### config.mk
export PLATFORM = sky130hd
export DESIGN_NAME = conversor_fpu_int
export DESIGN_NICKNAME = d
export VERILOG_FILES = /design/src/rtl/conversor_fpu_int_pkg.sv /design/src/rtl/conversor_fpu_int.sv
export SDC_FILE = /design/constraint.sdc
export NUM_CORES = 1
export LEC_CHECK = 0
export BUFFER_PORTS_ARGS = -buffer_cell sky130_fd_sc_hd__buf_2
export CORE_MARGIN = 2
export CORE_UTILIZATION = 56
export DETAILED_ROUTE_END_ITERATION = 10
export PLACE_DENSITY_LB_ADDON = 0.12
export SLEW_MARGIN = 20
export SYNTH_ARGS = -nofsm -noshare
export SYNTH_HDL_FRONTEND = slang
export SYNTH_SLANG_ARGS = --single-unit
### constraint.sdc
create_clock -name clock_100KHz -period 5 [get_ports clock_100KHz]
set_input_delay 1.25 -clock clock_100KHz [delete_from_list [all_inputs] [get_ports clock_100KHz]]
set_output_delay 1.25 -clock clock_100KHz [all_outputs]
set_load 0.02 [all_outputs]
### src/rtl/conversor_fpu_int_pkg.sv
// Shared definitions for the custom-float to integer converter: field layout,
// exponent landmarks, status encoding and FSM states.
package conversor_fpu_int_pkg;

  localparam int SIGN_W = 1;
  localparam int EXP_W  = 10;
  localparam int MANT_W = 21;
  localparam int DATA_W = SIGN_W + EXP_W + MANT_W;
  localparam int BIAS   = 511;
  localparam int CNT_W  = 5;

  localparam logic [EXP_W-1:0] EXP_ZERO = '0;
  localparam logic [EXP_W-1:0] EXP_MAX  = '1;
  localparam logic [EXP_W-1:0] EXP_BIAS = EXP_W'(BIAS);
  // E = 21: the 22-bit significand is already an integer, no shift needed
  localparam logic [EXP_W-1:0] EXP_UNIT = EXP_W'(BIAS + MANT_W);
  // E = 31: only -2^31 is representable at this exponent
  localparam logic [EXP_W-1:0] EXP_TOP  = EXP_W'(BIAS + DATA_W - 1);

  typedef enum logic [3:0] {
    STATUS_ESPERA    = 4'b0000,
    STATUS_EXACT     = 4'b0001,
    STATUS_OVERFLOW  = 4'b0010,
    STATUS_UNDERFLOW = 4'b0100,
    STATUS_INEXACT   = 4'b1000
  } status_e;

  typedef enum logic [2:0] {
    ESPERA,
    EXTRAI,
    DESLOCA,
    SINAL,
    SAIDA
  } fsm_e;

endpackage

### src/rtl/conversor_fpu_int.sv
// Converts a 32-bit custom float (bias 511, 21-bit mantissa) to a signed 32-bit
// integer, truncating toward zero with a serial one-bit-per-cycle shifter.
module conversor_fpu_int
  import conversor_fpu_int_pkg::*;
(
  input  logic              clock_100KHz,
  input  logic              reset,
  input  logic              start,
  input  logic [DATA_W-1:0] op_in,
  output logic [DATA_W-1:0] data_out,
  output logic [3:0]        status_out,
  output logic              busy,
  output logic              done,
  output fsm_e              state_dbg_o
);

  // Handshake: start is a request sampled only in ESPERA; done is a one-cycle
  // pulse and data_out/status_out are valid from that cycle until the next done.

  fsm_e              state_q, state_d;
  logic [DATA_W-1:0] op_q, op_d;
  logic [DATA_W-1:0] mag_q, mag_d;
  logic [CNT_W-1:0]  cnt_q, cnt_d;
  logic              sticky_q, sticky_d;
  logic              left_q, left_d;
  logic [DATA_W-1:0] data_q, data_d;
  status_e           status_q, status_d;

  logic              op_sign;
  logic [EXP_W-1:0]  op_exp;
  logic [MANT_W-1:0] op_mant;

  assign op_sign = op_q[DATA_W-1];
  assign op_exp  = op_q[DATA_W-2 -: EXP_W];
  assign op_mant = op_q[MANT_W-1:0];

  always_ff @(posedge clock_100KHz) begin
    if (reset) begin
      state_q  <= ESPERA;
      op_q     <= '0;
      mag_q    <= '0;
      cnt_q    <= '0;
      sticky_q <= 1'b0;
      left_q   <= 1'b0;
      data_q   <= '0;
      status_q <= STATUS_ESPERA;
    end else begin
      state_q  <= state_d;
      op_q     <= op_d;
      mag_q    <= mag_d;
      cnt_q    <= cnt_d;
      sticky_q <= sticky_d;
      left_q   <= left_d;
      data_q   <= data_d;
      status_q <= status_d;
    end
  end

  always_comb begin
    state_d  = state_q;
    op_d     = op_q;
    mag_d    = mag_q;
    cnt_d    = cnt_q;
    sticky_d = sticky_q;
    left_d   = left_q;
    data_d   = data_q;
    status_d = status_q;
    case (state_q)
      ESPERA: begin
        if (start) begin
          op_d    = op_in;
          state_d = EXTRAI;
        end
      end
      EXTRAI: begin
        mag_d    = {{(DATA_W-MANT_W-1){1'b0}}, 1'b1, op_mant};
        sticky_d = 1'b0;
        if (op_exp == EXP_ZERO) begin
          data_d   = '0;
          status_d = (op_mant == '0) ? STATUS_EXACT : STATUS_UNDERFLOW;
          state_d  = SAIDA;
        end else if (op_exp == EXP_MAX || op_exp > EXP_TOP ||
                     (op_exp == EXP_TOP && !(op_sign && op_mant == '0))) begin
          data_d   = op_sign ? {1'b1, {(DATA_W-1){1'b0}}} : {1'b0, {(DATA_W-1){1'b1}}};
          status_d = STATUS_OVERFLOW;
          state_d  = SAIDA;
        end else if (op_exp < EXP_BIAS) begin
          data_d   = '0;
          status_d = STATUS_UNDERFLOW;
          state_d  = SAIDA;
        end else begin
          left_d  = (op_exp > EXP_UNIT);
          cnt_d   = left_d ? CNT_W'(op_exp - EXP_UNIT) : CNT_W'(EXP_UNIT - op_exp);
          state_d = (cnt_d != '0) ? DESLOCA : SINAL;
        end
      end
      DESLOCA: begin
        if (left_q) begin
          mag_d = mag_q << 1;
        end else begin
          mag_d    = mag_q >> 1;
          sticky_d = sticky_q | mag_q[0];
        end
        cnt_d = cnt_q - 1'b1;
        if (cnt_q == CNT_W'(1)) state_d = SINAL;
      end
      SINAL: begin
        // A zero magnitude negates to zero, so -0 never escapes
        data_d   = op_sign ? (~mag_q + 1'b1) : mag_q;
        status_d = sticky_q ? STATUS_INEXACT : STATUS_EXACT;
        state_d  = SAIDA;
      end
      SAIDA: begin
        state_d = ESPERA;
      end
      default: begin
        state_d = ESPERA;
      end
    endcase
  end

  assign data_out    = data_q;
  assign status_out  = status_q;
  assign busy        = (state_q != ESPERA);
  assign done        = (state_q == SAIDA);
  assign state_dbg_o = state_q;

endmodule

==> results summary, run 1 <==
The final critical delay including setup and external delays came out at 2.85 ns. In this run the standard cell core region covers 0.0102 mm^2. The top achievable clock speed came out at 350 MHz. The synthesized area came out at 0.00584 mm^2. Setup repair after global routing left no endpoint under its margin.

The largest total area in the synthesized netlist belongs to sky130_fd_sc_hd__dfxtp_1. The post-route netlist has 14.9% of its cells at a drive strength greater than 1. The worst hold path begins at status_out[2]. TritonCTS built the clock tree.

The global-route met3 utilization is 3.68%. The antenna diode count came out at 0. The capturing element type of the critical path is a flop. The library cell contributing the largest single delay on the critical path is sky130_fd_sc_hd__dfxtp_1. The cell count after synthesis is 734. The die covers 0.0113 mm^2. Measured against its own limit, the worst slew margin works out to 33.2%. The start-to-end type of the worst setup path is reg2reg. Yosys printed 0 warnings.

The number of buffers created by CTS came out at 9. After clock tree synthesis, the repair step resized 0 gates. The number of register bits inferred by synthesis came out at 110. The minimum setup slack after placement is 2.16 ns. The clock-pin slew of the registers on the worst-case setup and hold paths came out at 0.10 ns. The filler cell count in the final layout is 946. The cell count of the worst reg-to-reg path is 7. The biggest fanout along the worst timing path is 28. Yosys attributes the largest share of cell area to sky130_fd_sc_hd__dfxtp_1 (38%), sky130_fd_sc_hd__mux2i_1 (6.9%), sky130_fd_sc_hd__a21oi_1 (6.6%).

The run finished with clean final reports. The worst endpoint required time is 5.31 ns. The critical path startpoint is state_dbg_o[1]. The signal on the critical path passes through and3b_1 -> buf_4 -> a211oi_4 -> and2_1 -> a211o_1 -> a21oi_1 -> nor3_1. The launching point of the worst reg2reg path is state_dbg_o[1]. The count of H-tree levels built during CTS came out at 3.

Measured along the x axis, the die boundary spans 106 um. The layer flagged by global routing as most heavily used is met2. The data arrival time at the worst-slack endpoint came out at 3.16 ns. The fraction of post-synthesis cell area in the top cell type by area came out at 37.7%. In this run the vertical extent of the chip is 106 um. The post-synthesis net count is 780.

The share of flip-flops with an asynchronous set or reset after synthesis came out at 0%. The initial antenna violation count is 0. For the pin with the worst max-slew slack, the measured transition is 1.00 ns. The number of standard-cell rows in the floorplan is 37. For this run, the post-layout net count is 805. The total of max-cap violations is 0.

For this run, the leading register cell type out of synthesis is sky130_fd_sc_hd__dfxtp_1. The area growth from synthesis to layout is 9.12%. The worst-case IR drop observed on VDD is 0.149 mV. Global routing finished with a remaining overflow of 0. Setup violations remaining at the end of the flow were counted as 0. The total count of max-transition violations in the final report is 0. The via count of the first global-routing pass came out at 4701. For this run, the share of the core covered by cells in the final layout is 62.3%. The final weighted congestion in routability-driven placement is 0.859. The number of hold-repair buffers added at the cts stage is 0. The post-synthesis area per instance is 7.96 um^2. In the global route stage, met2 resource usage came out at 41.3%. The maximum buffer depth of the clock tree came out at 2. The first-pass GRT wire length came out at 23.8 mm.

The static leakage is 0.00243 uW. The latest clock arrival within the worst-skew pair came out at 0.39 ns. In this run the worst hold path is classified as reg2reg. In the global route stage, overall resource usage came out at 26.1%.

The final layout contains routed wiring with a total length of 14.5 mm. The clock drives 110 sinks. The met1 usage in global routing came out at 37.0%.

The sequential fraction of the synthesis area is 37.7%. The areal power density over the cells came out at 294 mW/mm^2. STA classifies the critical path startpoint as a flop.

The initial core utilization came out at 57.1%. The number of detailed-routing iterations run before antenna repair is 5. The number of setup buffers added after CTS is 0.

The routed wirelength normalized by instance count is 16.1 um. After detailed routing, the number of remaining DRC violations is 0. Across all setup checks in the final design, the least slack found is 2.15 ns. The number of top-level design ports came out at 76. The number of distinct standard cells referenced by the synthesized netlist is 60. The fraction of the cycle the final worst path needs is 57.1%. The number of cells on the worst hold path came out at 2. The via count of the routed design is 5238. The ratio of routed vias to standard cells is 5.82. The count of port buffers added during placement is 75. The root cell of the clock tree is sky130_fd_sc_hd__clkbuf_8. Entering global routing, the biggest net connects 80 pins. The count of routing violations after the opening detailed-route iteration came out at 351. The antenna violation net count after detailed routing came out at 0.

Between clock sinks in the finished design, the worst skew comes to 0.0105 ns. The setup TNS came out at 0 ns. The sum of net half-perimeters after detailed placement came out at 9.97 mm. In this run, synthesis inferred 0 flip-flops with an integrated enable. For this run, the slowest stage of the critical path takes 0.53 ns. The final-report hold violation count is 0.
==> final cells by class <==
| type | instances | area [um^2] | area share (%) |
|---|---|---|---|
| sequential | 110 | 2200 | 34.5 |
| tap | 136 | 170 | 2.67 |
| inverter | 14 | 52.6 | 0.824 |
| clock buffer | 10 | 128 | 2.00 |
| timing repair buffer | 81 | 423 | 6.63 |
| clock inverter | 6 | 86.3 | 1.35 |
| multi-input combinational | 543 | 3310 | 52.0 |
==> per-stage QoR <==
step	hold WS, ns	power (uW)	area (um^2)	instances
finish	0.461	1870	6380	900
detailed placement	0.445	1300	6160	884
global route	0.475	1960	6380	900
global placement	0.439	1300	6150	884
floorplan	0.449	1220	5840	734
CTS	0.458	1880	6370	900
==> flip-flops by register name, summed over array words and instances (netlist names) <==
signal	flops
data_out	32
mag_q	32
op_q	32
cnt_q	5
status_out	4
state_dbg_o	3
left_q	1
sticky_q	1
==> final timing paths <==
kind              slack (ns)       endpoint
hold / removal          0.46  status_out[2]
setup reg to reg        2.15   data_out[26]
setup / recovery        2.15   data_out[26]
hold reg to reg         0.46  status_out[2]
==> critical path: cells and delay by family (launching register included) <==
family,cells,cell delay [ns]
and+or+nand+nor,3,1.00
DFF,1,0.53
AOI/OAI and AO/OA,3,1.00
buffers and inverters,1,0.23
==> kinds of logic (layout without fill, tap and decap cells) <==
group | Yosys count | after routing | share of synthesized area, %
and+or+nand+nor | 291 | 291 | 23.6
AOI/OAI and AO/OA | 175 | 175 | 19.7
adders and majority gates | 11 | 11 | 2.36
buffers and inverters | 81 | 111 | 5.89
muxes | 41 | 41 | 7.04
DFF | 110 | 110 | 37.7
xor gates and xnor gates | 25 | 25 | 3.75
==> report_power, final <==
group          internal, uW  switching, uW
sequential              918           44.8
combinational           120            206
clock                   282            305
total                  1320            556
==> placed cells by master (no fill, tap or decap), types with 4 or more instances in the layout <==
| master | instances |
|---|---|
| sky130_fd_sc_hd__a31oi_1 | 8 |
| sky130_fd_sc_hd__nor3_1 | 33 |
| sky130_fd_sc_hd__dfxtp_1 | 110 |
| sky130_fd_sc_hd__buf_4 | 7 |
| sky130_fd_sc_hd__o22ai_1 | 8 |
| sky130_fd_sc_hd__inv_1 | 13 |
| sky130_fd_sc_hd__nand4_1 | 6 |
| sky130_fd_sc_hd__o31ai_1 | 11 |
| sky130_fd_sc_hd__nand2b_1 | 7 |
| sky130_fd_sc_hd__or3_1 | 10 |
| sky130_fd_sc_hd__nand2_1 | 91 |
| sky130_fd_sc_hd__o21ai_0 | 14 |
| sky130_fd_sc_hd__xnor2_1 | 21 |
| sky130_fd_sc_hd__mux2i_1 | 40 |
| sky130_fd_sc_hd__buf_2 | 74 |
| sky130_fd_sc_hd__nor4_1 | 10 |
| sky130_fd_sc_hd__a211oi_1 | 20 |
| sky130_fd_sc_hd__or4_1 | 5 |
| sky130_fd_sc_hd__nor2_1 | 91 |
| sky130_fd_sc_hd__ha_1 | 11 |
| sky130_fd_sc_hd__nand3_1 | 7 |
| sky130_fd_sc_hd__a21oi_1 | 76 |
| sky130_fd_sc_hd__xor2_1 | 4 |
| sky130_fd_sc_hd__clkbuf_8 | 9 |
| sky130_fd_sc_hd__a221oi_1 | 14 |
| sky130_fd_sc_hd__nor2b_1 | 7 |
==> layer usage <==
metal / vias to the layer above / share of wire (%)
li1: 2646 / -
met1: 2409 / 48
met2: 167 / 45
met3: 16 / 5.5
met4: 0 / 1.3
met5: - / 0
==> cells in the mapped netlist, types with 2 or more instances <==
| cell type | count |
|---|---|
| sky130_fd_sc_hd__nand2_1 | 91 |
| sky130_fd_sc_hd__nor4_4 | 2 |
| sky130_fd_sc_hd__a31oi_1 | 8 |
| sky130_fd_sc_hd__a22oi_1 | 2 |
| sky130_fd_sc_hd__nand3_1 | 7 |
| sky130_fd_sc_hd__nand4_1 | 6 |
| sky130_fd_sc_hd__mux2i_1 | 40 |
| sky130_fd_sc_hd__a21oi_1 | 77 |
| sky130_fd_sc_hd__nor4_1 | 10 |
| sky130_fd_sc_hd__nand3b_1 | 3 |
| sky130_fd_sc_hd__xor2_1 | 4 |
| sky130_fd_sc_hd__o22ai_1 | 8 |
| sky130_fd_sc_hd__o41ai_2 | 3 |
| sky130_fd_sc_hd__buf_2 | 14 |
| sky130_fd_sc_hd__nor2_1 | 93 |
| sky130_fd_sc_hd__nand2b_1 | 7 |
| sky130_fd_sc_hd__a211oi_1 | 20 |
| sky130_fd_sc_hd__o41ai_1 | 2 |
| sky130_fd_sc_hd__o21ai_0 | 14 |
| sky130_fd_sc_hd__clkbuf_1 | 47 |
| sky130_fd_sc_hd__nor3_1 | 33 |
| sky130_fd_sc_hd__buf_4 | 2 |
| sky130_fd_sc_hd__a32oi_1 | 2 |
| sky130_fd_sc_hd__ha_1 | 11 |
| sky130_fd_sc_hd__or2_2 | 2 |
| sky130_fd_sc_hd__dfxtp_1 | 110 |
| sky130_fd_sc_hd__o31ai_1 | 11 |
| sky130_fd_sc_hd__a221oi_1 | 14 |
| sky130_fd_sc_hd__or3_1 | 10 |
| sky130_fd_sc_hd__nor3b_1 | 2 |
| sky130_fd_sc_hd__buf_6 | 2 |
| sky130_fd_sc_hd__a41oi_1 | 2 |
| sky130_fd_sc_hd__buf_1 | 2 |
| sky130_fd_sc_hd__and2_1 | 4 |
| sky130_fd_sc_hd__xnor2_1 | 21 |
| sky130_fd_sc_hd__a311oi_1 | 2 |
| sky130_fd_sc_hd__inv_1 | 13 |
| sky130_fd_sc_hd__nor2b_1 | 7 |
| sky130_fd_sc_hd__or4_1 | 5 |
(Power assumes the default switching activity.)
==> inputs of run 2 (changes only) <==
--- a/config.mk
+++ b/config.mk
@@ -5,9 +5,10 @@
 export SDC_FILE = /design/constraint.sdc
 export NUM_CORES = 1
 export LEC_CHECK = 0
+export ABC_AREA = 1
 export BUFFER_PORTS_ARGS = -buffer_cell sky130_fd_sc_hd__buf_2
 export CORE_MARGIN = 2
-export CORE_UTILIZATION = 56
+export CORE_UTILIZATION = 53
 export DETAILED_ROUTE_END_ITERATION = 10
 export PLACE_DENSITY_LB_ADDON = 0.12
 export SLEW_MARGIN = 20
==> constraint.sdc (replaced) <==
create_clock -name clock_100KHz -period 2.33 [get_ports clock_100KHz]
set_input_delay 0.5825 -clock clock_100KHz [delete_from_list [all_inputs] [get_ports clock_100KHz]]
set_output_delay 0.5825 -clock clock_100KHz [all_outputs]
set_load 0.02 [all_outputs]
==> run 2 against run 1 <==
Final area is 6.1% higher. Die area up 7.7%. Setup slack got worse by 1.8 ns. Clock power grew to 2.9 times the previous value. First-iteration DRC count increased by 17%. Worst hold slack worse by 0.0029 ns. Critical path depth increased by 2.
==> results summary, run 2 <==
The met1 usage in global routing is 33.4% (was 37.0%). The combined flip-flop and latch cell area was 0.00220 mm^2 (unchanged). The setup slack on the worst flop-to-flop path is 0.34 ns (was 2.15 ns).

The total of cells resized after clock tree synthesis came out at 0 (unchanged). The areal power density over the cells was 1080 mW/mm^2 (was 294 mW/mm^2). The fraction of post-synthesis cell area in the top cell type by area is 36.9% (was 37.7%).

The filler cell count in the final layout is 1092 (was 946). The most frequent standard cell in the layout excluding fill and tap cells is sky130_fd_sc_hd__nand2_1 (was sky130_fd_sc_hd__dfxtp_1). The area of the core is 0.0109 mm^2 (was 0.0102 mm^2). The area growth from synthesis to layout is 13.3% (was 9.12%). The count of routing violations after the opening detailed-route iteration came out at 411 (was 351).

The share of flip-flops with an asynchronous set or reset after synthesis came out at 0% (unchanged). The most instantiated library cell after synthesis is sky130_fd_sc_hd__nand2_1 (was sky130_fd_sc_hd__dfxtp_1). The post-synthesis area per instance came out at 6.32 um^2 (was 7.96 um^2). The final layout net count is 1041 (was 805).

Area contributors post-synth: sky130_fd_sc_hd__dfxtp_1 (37%), sky130_fd_sc_hd__nand2_1 (16%), sky130_fd_sc_hd__nor2_1 (9.4%) (was sky130_fd_sc_hd__dfxtp_1 (38%), sky130_fd_sc_hd__mux2i_1 (6.9%), sky130_fd_sc_hd__a21oi_1 (6.6%)). The synthesis warning total came to 0 (unchanged). The routed wirelength normalized by instance count is 12.1 um (was 16.1 um).

The busiest layer in global routing is met2 (unchanged). The initial core utilization is 54.6% (was 57.1%). The via count of the first global-routing pass was 5012 (was 4701). The number of detailed-routing iterations run before antenna repair is 5 (unchanged). The maximum buffer depth of the clock tree came out at 2 (unchanged). The total length of routed wires came out at 13.8 mm (was 14.5 mm). The fraction of the cycle the final worst path needs came out at 85.5% (was 57.1%). The number of distinct standard cells referenced by the synthesized netlist is 33 (was 60). The post-route worst setup slack came to 0.338 ns (was 2.15 ns). The number of remaining DRC errors came out at 0 (unchanged). The biggest fanout along the worst timing path came out at 36 (was 28). The final weighted congestion in routability-driven placement came out at 0.861 (was 0.859). The number of top-level design ports came out at 76 (unchanged). The number of hold-repair buffers added at the cts stage is 0 (unchanged). The via count of the routed design is 5779 (was 5238).

The post-synthesis net count came to 990 (was 780). The dominant synthesized flop cell is sky130_fd_sc_hd__dfxtp_1 (unchanged). The launching element type of the critical path is a flop (unchanged). The die footprint is 0.0121 mm^2 (was 0.0113 mm^2). The latest clock arrival within the worst-skew pair came out at 0.35 ns (was 0.39 ns). The ratio of routed vias to standard cells was 5.07 (was 5.82).

The sum of net half-perimeters after detailed placement came out at 9.80 mm (was 9.97 mm). The sequential fraction of the synthesis area came out at 36.9% (was 37.7%). The antenna violation net count after detailed routing is 0 (unchanged).

The start-to-end type of the worst setup path is reg2reg (unchanged). The maximum number of pins on one net before global-route repair is 65 (was 80). The worst-case headroom to the max-slew limit came out at 67.6% (was 33.2%). The number of register bits inferred by synthesis is 110 (unchanged). The height of the chip came to 110 um (was 106 um). The cell count after synthesis is 944 (was 734). The synthesized area is 0.00597 mm^2 (was 0.00584 mm^2).

The data arrival time at the worst-slack endpoint is 2.23 ns (was 3.16 ns). The number of buffers created by CTS came out at 9 (unchanged). The library cell with the largest summed area after synthesis is sky130_fd_sc_hd__dfxtp_1 (unchanged). The initial antenna violation count came out at 0 (unchanged).

The static leakage came out at 0.00312 uW (was 0.00243 uW). The top achievable clock speed is 502 MHz (was 350 MHz). The count of H-tree levels built during CTS came out at 3 (unchanged). The layout cell share with drive strength beyond 1 was 11.7% (was 14.9%). The number of setup buffers added after CTS is 0 (unchanged). The minimum setup slack after placement came to 0.199 ns (was 2.16 ns).

The final critical delay including setup and external delays is 1.99 ns (was 2.85 ns). The width of the chip is 110 um (was 106 um). The clock tree from TritonCTS was done (unchanged).

The total of max-cap violations is 0 (unchanged). Commonest cells post-synth: sky130_fd_sc_hd__nand2_1 (253), sky130_fd_sc_hd__nor2_1 (150), sky130_fd_sc_hd__inv_1 (113) (was sky130_fd_sc_hd__dfxtp_1 (110), sky130_fd_sc_hd__nor2_1 (93), sky130_fd_sc_hd__nand2_1 (91)). The root cell of the clock tree was sky130_fd_sc_hd__clkbuf_16 (was sky130_fd_sc_hd__clkbuf_8). The global-route met3 utilization is 4.17% (was 3.68%). The slew of the pin with the lowest slew margin came out at 0.486 ns (was 1.00 ns).

The antenna diode count came out at 0 (unchanged). The clock-pin slew of the registers on the worst-case setup and hold paths came to 0.07 ns (was 0.10 ns). The met2 layer usage reported by global route is 38.2% (was 41.3%). The number of enable-type register cells in the synthesized netlist came out at 0 (unchanged).

The setup TNS is 0 ns (unchanged). The worst endpoint required time is 2.57 ns (was 5.31 ns). The class of the tightest hold or removal check is reg2reg (unchanged). Result of the run: completed (unchanged). The number of failing setup endpoints in the final timing report is 0 (unchanged).

The area used by multi-input combinational logic came out at 0.00312 mm^2 (was 0.00331 mm^2). The number of standard-cell rows in the floorplan is 38 (was 37). The first-pass GRT wire length came out at 23.3 mm (was 23.8 mm). The overall global routing resource usage was 24.0% (was 26.1%). The total count of max-transition violations in the final report came to 0 (unchanged). The remaining global-route overflow came out at 0 (unchanged). The number of clock sinks is 110 (unchanged). The capturing element type of the critical path was a flop (unchanged). The final-report hold violation count is 0 (unchanged). Commonest cells after routing, fill and taps aside: sky130_fd_sc_hd__nand2_1 (253), sky130_fd_sc_hd__nor2_1 (150), sky130_fd_sc_hd__inv_1 (113) (was sky130_fd_sc_hd__dfxtp_1 (110), sky130_fd_sc_hd__nor2_1 (91), sky130_fd_sc_hd__nand2_1 (91)).

Unrepaired setup endpoints after global routing: no (unchanged). The count of port buffers added during placement came out at 75 (unchanged). The worst hold slack is 0.458 ns (was 0.461 ns). The maximum vdd drop was 0.705 mV (was 0.149 mV). The total power after layout is 7330 uW (was 1870 uW). The worst setup skew after layout came to 0.00952 ns (was 0.0105 ns).
-- run 2: cell types whose count changed after synthesis, sizes merged, moves of 12 or more --
cell,delta
a211oi,-21
a21oi,-15
a221oi,-12
a31oi,+20
clkbuf,-23
inv,+103
mux2i,-40
nand2,+168
nand3,+24
nor2,+59
nor3,-29
o21ai,+75
xnor2,-19
-- run 2: cell families (layout without fill, tap and decap cells) --
family	Yosys count	count (layout)	synth area share, %
AOI/OAI and AO/OA	200	200	18.1
xor gates and xnor gates	5	5	0.734
adders and majority gates	11	11	2.31
buffers and inverters	162	218	11.1
DFF	110	110	36.9
and+or+nand+nor	456	456	30.8
-- run 2: final cells by class --
cell class / count / share of cell area (%)
Clock buffer: 11 / 3.59
Clock inverter: 5 / 1.31
Inverter: 117 / 6.49
Multi-Input combinational cell: 672 / 46.1
Sequential cell: 110 / 32.5
Tap cell: 140 / 2.59
Timing Repair Buffer: 85 / 7.40
-- run 2: path summary, 6_finish.rpt --
kind,end,cells past startpoint,start
min reg2reg,op_q[28],2,op_q[28]
max reg2reg,data_out[0],9,state_dbg_o[0]
max,data_out[0],9,state_dbg_o[0]
min,op_q[28],2,op_q[28]
-- run 2: metal layers --
metal  wire [um]  share of wire, %
met4         190               1.4
met1        6780                49
met3         702               5.1
met2        6120                44
met5           0                 0
-- run 2: worst max-delay path, stage by stage, from the launching register on --
cell,delay (ns)
sky130_fd_sc_hd__dfxtp_1,0.39
sky130_fd_sc_hd__inv_2,0.07
sky130_fd_sc_hd__nor2_4,0.17
sky130_fd_sc_hd__nand2_1,0.30
sky130_fd_sc_hd__inv_2,0.17
sky130_fd_sc_hd__nand4_4,0.16
sky130_fd_sc_hd__nand2_4,0.35
sky130_fd_sc_hd__nand2_1,0.11
sky130_fd_sc_hd__nand2_1,0.09
sky130_fd_sc_hd__nor2_1,0.05
-- run 2: stage by stage --
step | area [um^2] | utilization (%) | cells
6_report | 6770 | 61.9 | 1140
5_1_grt | 6770 | 61.9 | 1140
4_1_cts | 6760 | 61.8 | 1140
3_5_place_dp | 6430 | 58.8 | 1124
3_3_place_gp | 6430 | 58.8 | 1124
2_1_floorplan | 5970 | - | 944
-- run 2: where the power goes --
part	internal, uW	switching, uW	total, uW
sequential	2290	348	2640
clock	986	714	1700
combinational	994	2000	3000
